### src/rtl/bp_profiler_snapshot_streamer_pkg.sv
// Shared types and framing constants for the profiler snapshot streamer.
package bp_profiler_pkg;

  typedef enum logic [1:0] {
    e_idle,
    e_hdr,
    e_stream
  } bp_prof_stream_state_e;

  localparam logic [7:0] prof_frame_magic_gp = 8'hA5;

  // Frame header: sequence number, frame length, magic byte.
  function automatic logic [31:0] prof_frame_header(input logic [15:0] seq,
                                                    input logic [7:0]  els);
    return {seq, els, prof_frame_magic_gp};
  endfunction

endpackage

### src/rtl/bp_profiler_snapshot_streamer_if.sv
// Valid/ready stream link carrying framed snapshot words toward the host.
interface bp_profiler_snapshot_streamer_if #(
  parameter int unsigned width_p = 32
);
  logic [width_p-1:0] data_o;
  logic               v_o;
  logic               last_o;
  logic               ready_i;

  modport master (output data_o, output v_o, output last_o, input ready_i);
  modport slave  (input data_o, input v_o, input last_o, output ready_i);
endinterface

### src/rtl/bp_profiler_snapshot_streamer_timer.sv
// Periodic trigger source: pulses tick_o once every interval_i enabled cycles.
module bp_profiler_interval_timer #(
  parameter int unsigned interval_width_p = 32
) (
  input  logic                        clk_i,
  input  logic                        reset_i,
  input  logic                        en_i,
  input  logic [interval_width_p-1:0] interval_i,
  output logic                        tick_o
);

  logic [interval_width_p-1:0] cnt_q, cnt_d;

  always_comb begin
    cnt_d  = '0;
    tick_o = 1'b0;
    if (en_i && (interval_i != '0)) begin
      // >= keeps the timer wrapping if interval_i shrinks below the running count
      if (cnt_q >= interval_i - interval_width_p'(1)) begin
        tick_o = 1'b1;
      end else begin
        cnt_d = cnt_q + interval_width_p'(1);
      end
    end
  end

  always_ff @(posedge clk_i or posedge reset_i) begin
    if (reset_i) cnt_q <= '0;
    else         cnt_q <= cnt_d;
  end

endmodule

### src/rtl/bp_profiler_snapshot_streamer.sv
// Captures the profiler counter array into a shadow bank on trigger and streams
// it as a header-prefixed frame over a valid/ready link.
module bp_profiler_snapshot_streamer
  import bp_profiler_pkg::*;
#(
  parameter int unsigned width_p          = 32,
  parameter int unsigned els_p            = 56,
  parameter int unsigned interval_width_p = 32,
  parameter int unsigned ovr_width_p      = 16
) (
  input  logic                           clk_i,
  input  logic                           reset_i,
  input  logic                           en_i,
  input  logic                           trigger_i,
  input  logic [interval_width_p-1:0]    interval_i,
  input  logic [els_p-1:0][width_p-1:0]  counters_i,
  bp_profiler_snapshot_streamer_if.master stream_o,
  output logic                           busy_o,
  output logic [15:0]                    seq_o,
  output logic [ovr_width_p-1:0]         overrun_o
);

  localparam int unsigned idx_w_lp = (els_p > 1) ? $clog2(els_p) : 1;

  bp_prof_stream_state_e       state_q, state_d;
  logic [idx_w_lp-1:0]         idx_q, idx_d;
  logic [15:0]                 seq_q, seq_d;
  logic [ovr_width_p-1:0]      ovr_q, ovr_d;
  logic [els_p-1:0][width_p-1:0] shadow_q;

  logic               tick, trig, capture, valid, last;
  logic [width_p-1:0] word;

  bp_profiler_interval_timer #(
    .interval_width_p(interval_width_p)
  ) timer_u (
    .clk_i     (clk_i),
    .reset_i   (reset_i),
    .en_i      (en_i),
    .interval_i(interval_i),
    .tick_o    (tick)
  );

  assign trig  = en_i & (trigger_i | tick);
  assign valid = (state_q != e_idle);

  always_comb begin
    state_d = state_q;
    idx_d   = idx_q;
    seq_d   = seq_q;
    ovr_d   = ovr_q;
    capture = 1'b0;
    word    = '0;
    last    = 1'b0;
    unique case (state_q)
      e_idle: begin
        if (trig) begin
          capture = 1'b1;
          state_d = e_hdr;
        end
      end
      e_hdr: begin
        word = width_p'(prof_frame_header(seq_q, 8'(els_p)));
        if (stream_o.ready_i) begin
          idx_d   = '0;
          state_d = e_stream;
        end
      end
      e_stream: begin
        word = shadow_q[idx_q];
        last = (idx_q == idx_w_lp'(els_p - 1));
        if (stream_o.ready_i) begin
          if (last) begin
            state_d = e_idle;
            seq_d   = seq_q + 16'd1;
          end else begin
            idx_d = idx_q + idx_w_lp'(1);
          end
        end
      end
      default: state_d = e_idle;
    endcase
    // Triggers landing while a frame is in flight, including its final beat, are dropped.
    if (trig && valid && (ovr_q != '1)) ovr_d = ovr_q + ovr_width_p'(1);
  end

  always_ff @(posedge clk_i or posedge reset_i) begin
    if (reset_i) begin
      state_q  <= e_idle;
      idx_q    <= '0;
      seq_q    <= '0;
      ovr_q    <= '0;
      shadow_q <= '0;
    end else begin
      state_q <= state_d;
      idx_q   <= idx_d;
      seq_q   <= seq_d;
      ovr_q   <= ovr_d;
      if (capture) shadow_q <= counters_i;
    end
  end

  assign stream_o.v_o    = valid;
  assign stream_o.data_o = word;
  assign stream_o.last_o = last;
  assign busy_o          = valid;
  assign seq_o           = seq_q;
  assign overrun_o       = ovr_q;

endmodule
### src/flat_wrapper.sv
// flat-port wrapper written by rule: the top's interface ports become plain ports
module bp_profiler_snapshot_streamer_flat import bp_profiler_pkg::*;
#(
  parameter int unsigned width_p          = 32,
  parameter int unsigned els_p            = 56,
  parameter int unsigned interval_width_p = 32,
  parameter int unsigned ovr_width_p      = 16
)
  (clk_i, reset_i, en_i, trigger_i, interval_i, counters_i, busy_o, seq_o, overrun_o, stream_o_data_o, stream_o_v_o, stream_o_last_o, stream_o_ready_i);
  bp_profiler_snapshot_streamer_if #(.width_p(width_p)) stream_o_i ();
  input  logic clk_i;
  input  logic reset_i;
  input  logic en_i;
  input  logic trigger_i;
  input  logic [interval_width_p-1:0] interval_i;
  input  logic [els_p-1:0][width_p-1:0] counters_i;
  output logic busy_o;
  output logic [15:0] seq_o;
  output logic [ovr_width_p-1:0] overrun_o;
  output wire logic [$bits(stream_o_i.data_o)-1:0] stream_o_data_o;
  output wire logic [$bits(stream_o_i.v_o)-1:0] stream_o_v_o;
  output wire logic [$bits(stream_o_i.last_o)-1:0] stream_o_last_o;
  input wire logic [$bits(stream_o_i.ready_i)-1:0] stream_o_ready_i;
  assign stream_o_data_o = stream_o_i.data_o;
  assign stream_o_v_o = stream_o_i.v_o;
  assign stream_o_last_o = stream_o_i.last_o;
  assign stream_o_i.ready_i = stream_o_ready_i;
  bp_profiler_snapshot_streamer #(.width_p(width_p), .els_p(els_p), .interval_width_p(interval_width_p), .ovr_width_p(ovr_width_p)) u_core (.clk_i(clk_i), .reset_i(reset_i), .en_i(en_i), .trigger_i(trigger_i), .interval_i(interval_i), .counters_i(counters_i), .stream_o(stream_o_i), .busy_o(busy_o), .seq_o(seq_o), .overrun_o(overrun_o));
endmodule
### config.mk
export PLATFORM = sky130hd
export DESIGN_NAME = bp_profiler_snapshot_streamer_flat
export DESIGN_NICKNAME = d
export VERILOG_FILES = /design/src/rtl/bp_profiler_snapshot_streamer_pkg.sv /design/src/rtl/bp_profiler_snapshot_streamer_if.sv /design/src/rtl/bp_profiler_snapshot_streamer_timer.sv /design/src/rtl/bp_profiler_snapshot_streamer.sv /design/src/flat_wrapper.sv
export SDC_FILE = /design/constraint.sdc
export NUM_CORES = 2
export LEC_CHECK = 0
export CAP_MARGIN = 25
export CORE_AREA = 2 2 748 750
export DETAILED_ROUTE_END_ITERATION = 10
export DIE_AREA = 0 0 750 752
export DONT_BUFFER_PORTS = 1
export PLACE_DENSITY = 0.38
export SYNTH_ARGS = -nofsm -noshare
export SYNTH_HDL_FRONTEND = slang
export SYNTH_SLANG_ARGS = --single-unit
### constraint.sdc
create_clock -name clk_i -period 108.1 [get_ports clk_i]
set_clock_uncertainty 0.2 [all_clocks]
set_input_delay 32.43 -clock clk_i [delete_from_list [all_inputs] [get_ports clk_i]]
set_output_delay 32.43 -clock clk_i [all_outputs]
set_load 0.01 [all_outputs]
==> impl_metrics.py <==
metrics = {
    "run_status": {
        "status": "completed",
    },
    "finish": {
        "drive_gt1_share_pct": 34.5,
        "nets": 7388,
        "area.sequential_mm2": 0.0467,
        "nFillCells": 59700,
        "multi_input_area_mm2": 0.0371,
        "stdcell_area_mm2": 0.104,
        "area_delta_synth_final_pct": 20.4,
        "stdcell_count": 13400,
    },
    "run": {
        "cap_viol_max_count": 0,
    },
    "synth": {
        "yosys_warnings": 0,
        "yosys-top-cells-count": "dfrtp_1, mux2_2, mux2_1",
        "synthesis.area_mm2": 0.0861,
        "synthFlopType": "dfrtp_1",
        "yosysMostFrequentCell": "dfrtp_1",
        "yosysSeqAreaShare_pct": 54.2,
        "postSynthCellCount": 5473,
        "synth_cell_type_count": 57,
        "synth_area_leaders": "dfrtp_1, mux2_2, mux2_1",
        "async_reset_ff_share_pct": 100,
        "yosysTopAreaCellShare_pct": 54.2,
        "syn_nets": 7343,
        "synth_edf_count": 0,
        "yosys_register_bits": 1864,
        "yosys.area.top_type": "dfrtp_1",
        "syn_avg_cell_area_um2": 15.7,
    },
    "floorplan": {
        "initial_utilization_pct": 15.5,
        "ios": 1896,
        "die_w_um": 750,
        "core_area_mm2": 0.556,
        "die_area_mm2": 0.564,
        "die_h_um": 752,
        "rows": 274,
    },
    "placement": {
        "dp.cells": 12700,
        "dpl.hpwl_mm": 377,
        "dpl_cell_area_mm2": 0.0946,
        "gp_congestion": 0.870,
        "port_buffers": 0,
    },
    "detailed_routing": {
        "drtIter0Drc": 2936,
        "num_vias": 52400,
        "wl_mm": 458,
        "remaining_drc_errors": 0,
        "ant_nets": 0,
        "vias_per_cell": 3.90,
        "routedWlPerCell_um": 34.0,
        "dr.pass1.iters": 7,
    },
    "global_routing": {
        "grt_pass1_wl_mm": 578,
        "grt_pass1_vias": 54400,
        "antenna_found_initial": 777,
        "grt_usage_pct": 15.6,
        "grt_max_degree": 154,
        "overflow": 0,
    },
    "clock_network": {
        "holdBufCountCts": 0,
        "insertion_delay_ns": 0.91,
        "htreeDepth": 4,
        "cts_setup_buffers": 0,
        "cts-buffers-inserted": 238,
        "clkSinkCount": 1864,
        "path_clk_slew_ns": 0.06,
        "cts_tree": "yes",
        "cts_resized": 0,
        "clockRootBuffer": "clkbuf_16",
        "cts_buffer_depth": 4,
    },
    "min_path": {
        "hold_end": "u_core.shadow_q[1738]",
        "hp-start": "u_core.shadow_q[1738]",
        "holdCritPathClass": "flop to flop",
        "hold_depth": 1,
    },
    "sta": {
        "fin_crit_sh_pct": 38.8,
        "fin_setup_tns_ns": 0,
        "slew_headroom_pct": 16.6,
        "tightestPinTransition_ns": 1.25,
        "period_minus_slack_ns": 41.97,
        "fmax_mhz": 23.8,
        "setup-violations-final": 0,
        "slew_violations": 0,
        "rsz0062_at_grt": "no",
        "hold_violations": 0,
    },
    "setup_path": {
        "r2r_setup_slack_ns": 99.00,
        "crit_fanout": 153,
        "path_class": "primary input to flop",
        "r2r_cells": 15,
        "rr_endpoint": "u_core.shadow_q[1217]",
        "cp.required_ns": 108.73,
        "worstSetupEndpointType": "flop",
        "cp.arrival_ns": 42.61,
        "r2r-start": "u_core.timer_u.cnt_q[0]",
        "start_kind": "primary input",
    },
    "power": {
        "p_leak_nw": 39.9,
        "ir_drop_mv": 0.0159,
        "p_per_area_mw_per_mm2": 32.9,
    },
}
[worst max-delay path, stage by stage]
cell      delay (ns)
or3_1           0.41
nor4_1          0.49
nand2_1         0.17
nor3_1          0.44
nand3_1         0.28
nor2_1          0.20
xnor2_1         0.16
ha_1            0.30
a21oi_1         0.20
nand2_1         0.08
a221oi_1        0.43
nand3b_1        0.19
o22ai_4         0.42
nand2b_4        0.85
buf_4           0.79
buf_12          0.64
buf_4           0.74
buf_4           0.71
buf_4           0.82
buf_4           0.87
mux2_2          0.42
[layout by cell type (no fill, tap or decap), types with 10 or more instances in the layout]
| cell type | netlist | layout |
|---|---|---|
| nand3_1 | 55 | 55 |
| xor2_1 | 48 | 48 |
| ha_1 | 41 | 41 |
| mux2i_1 | 182 | 179 |
| inv_1 | 17 | 15 |
| a22oi_1 | 14 | 14 |
| and3_1 | 12 | 12 |
| a21oi_1 | 69 | 66 |
| nand2_1 | 93 | 91 |
| nand2b_1 | 13 | 12 |
| o21ai_0 | 74 | 56 |
| a221oi_1 | 64 | 54 |
| mux4_2 | 419 | 419 |
| mux2_1 | 880 | 880 |
| nand4_1 | 32 | 32 |
| diode_2 | 0 | 280 |
| nor2b_1 | 11 | 10 |
| clkbuf_8 | 0 | 51 |
| o211ai_1 | 10 | 10 |
| xnor2_1 | 43 | 43 |
| dfrtp_1 | 1864 | 1858 |
| clkbuf_1 | 112 | 52 |
| nor2_1 | 79 | 78 |
| mux2_2 | 932 | 932 |
| nor4_1 | 12 | 11 |
| nor3_1 | 24 | 22 |
| o21ai_2 | 0 | 11 |
| o221ai_1 | 35 | 34 |
| buf_4 | 92 | 161 |
| clkinv_2 | 0 | 42 |
| bufinv_16 | 0 | 19 |
| clkbuf_16 | 0 | 240 |
| clkinvlp_4 | 0 | 12 |
[kinds of logic (layout without fill, tap and decap cells)]
logic type	Yosys count	after routing	share of synthesized area, %
muxes	2413	2413	36.8
buffers and inverters	395	632	3.02
adders and majority gates	41	41	0.596
xor gates and xnor gates	91	91	0.926
AOI/OAI and AO/OA	313	313	2.50
and+or+nand+nor	356	356	2.00
other	0	280	0
DFF	1864	1864	54.2
[worst max path at each step]
stage	depth (start not counted)	to	startpoint
6_report	21	u_core.shadow_q[1217]	interval_i[5]
5_1_grt	23	u_core.shadow_q[1217]	interval_i[0]
4_1_cts	21	u_core.shadow_q[826]	interval_i[5]
3_5_place_dp	21	u_core.shadow_q[826]	interval_i[5]
3_3_place_gp	21	u_core.shadow_q[792]	interval_i[5]
2_1_floorplan	1	u_core.idx_q[0]	reset_i
[per-layer routing]
| layer | wire, µm | global-route usage (%) |
|---|---|---|
| met5 | 2410 | 0 |
| met4 | 16200 | 4.23 |
| met3 | 44200 | 6.32 |
| met2 | 229000 | 27.6 |
| met1 | 166000 | 17.1 |
[sequential cells by signal, summed over array words and instances (netlist names)]
signal,count
u_core.shadow_q,1792
u_core.state_q,2
u_core.idx_q,6
u_core.timer_u.cnt_q,32
u_core.seq_o,16
u_core.overrun_o,16
[layout make-up]
cell class / instances / area share [%]
well taps: 7452 / 9.00
clock inverters: 89 / 1.12
repair buffers: 181 / 1.60
multi-input cells: 3214 / 35.8
clock buffers: 343 / 6.66
flip-flops and latches: 1864 / 45.0
diodes: 280 / 0.676
inverters: 19 / 0.0833
[power breakdown]
part	total, mW	switching [mW]	internal [mW]
clock	0.825	0.337	0.488
combinational	1.32	0.736	0.582
sequential	1.27	0.226	1.04
[metrics by stage]
stage / utilization, % / power (mW) / hold WS [ns] / worst slack (ns)
finish: 18.6 / 3.41 / 0.283 / 66.13
global route: 18.6 / 3.61 / 0.290 / 65.42
CTS: 18.5 / 3.52 / 0.288 / 66.16
detailed placement: 17.0 / 2.67 / 0.274 / 65.07
global placement: 17.0 / 2.64 / 0.269 / 65.20
floorplan: - / 1.98 / 0.256 / 22.84
No activity file was read; power rests on OpenSTA's default activity.
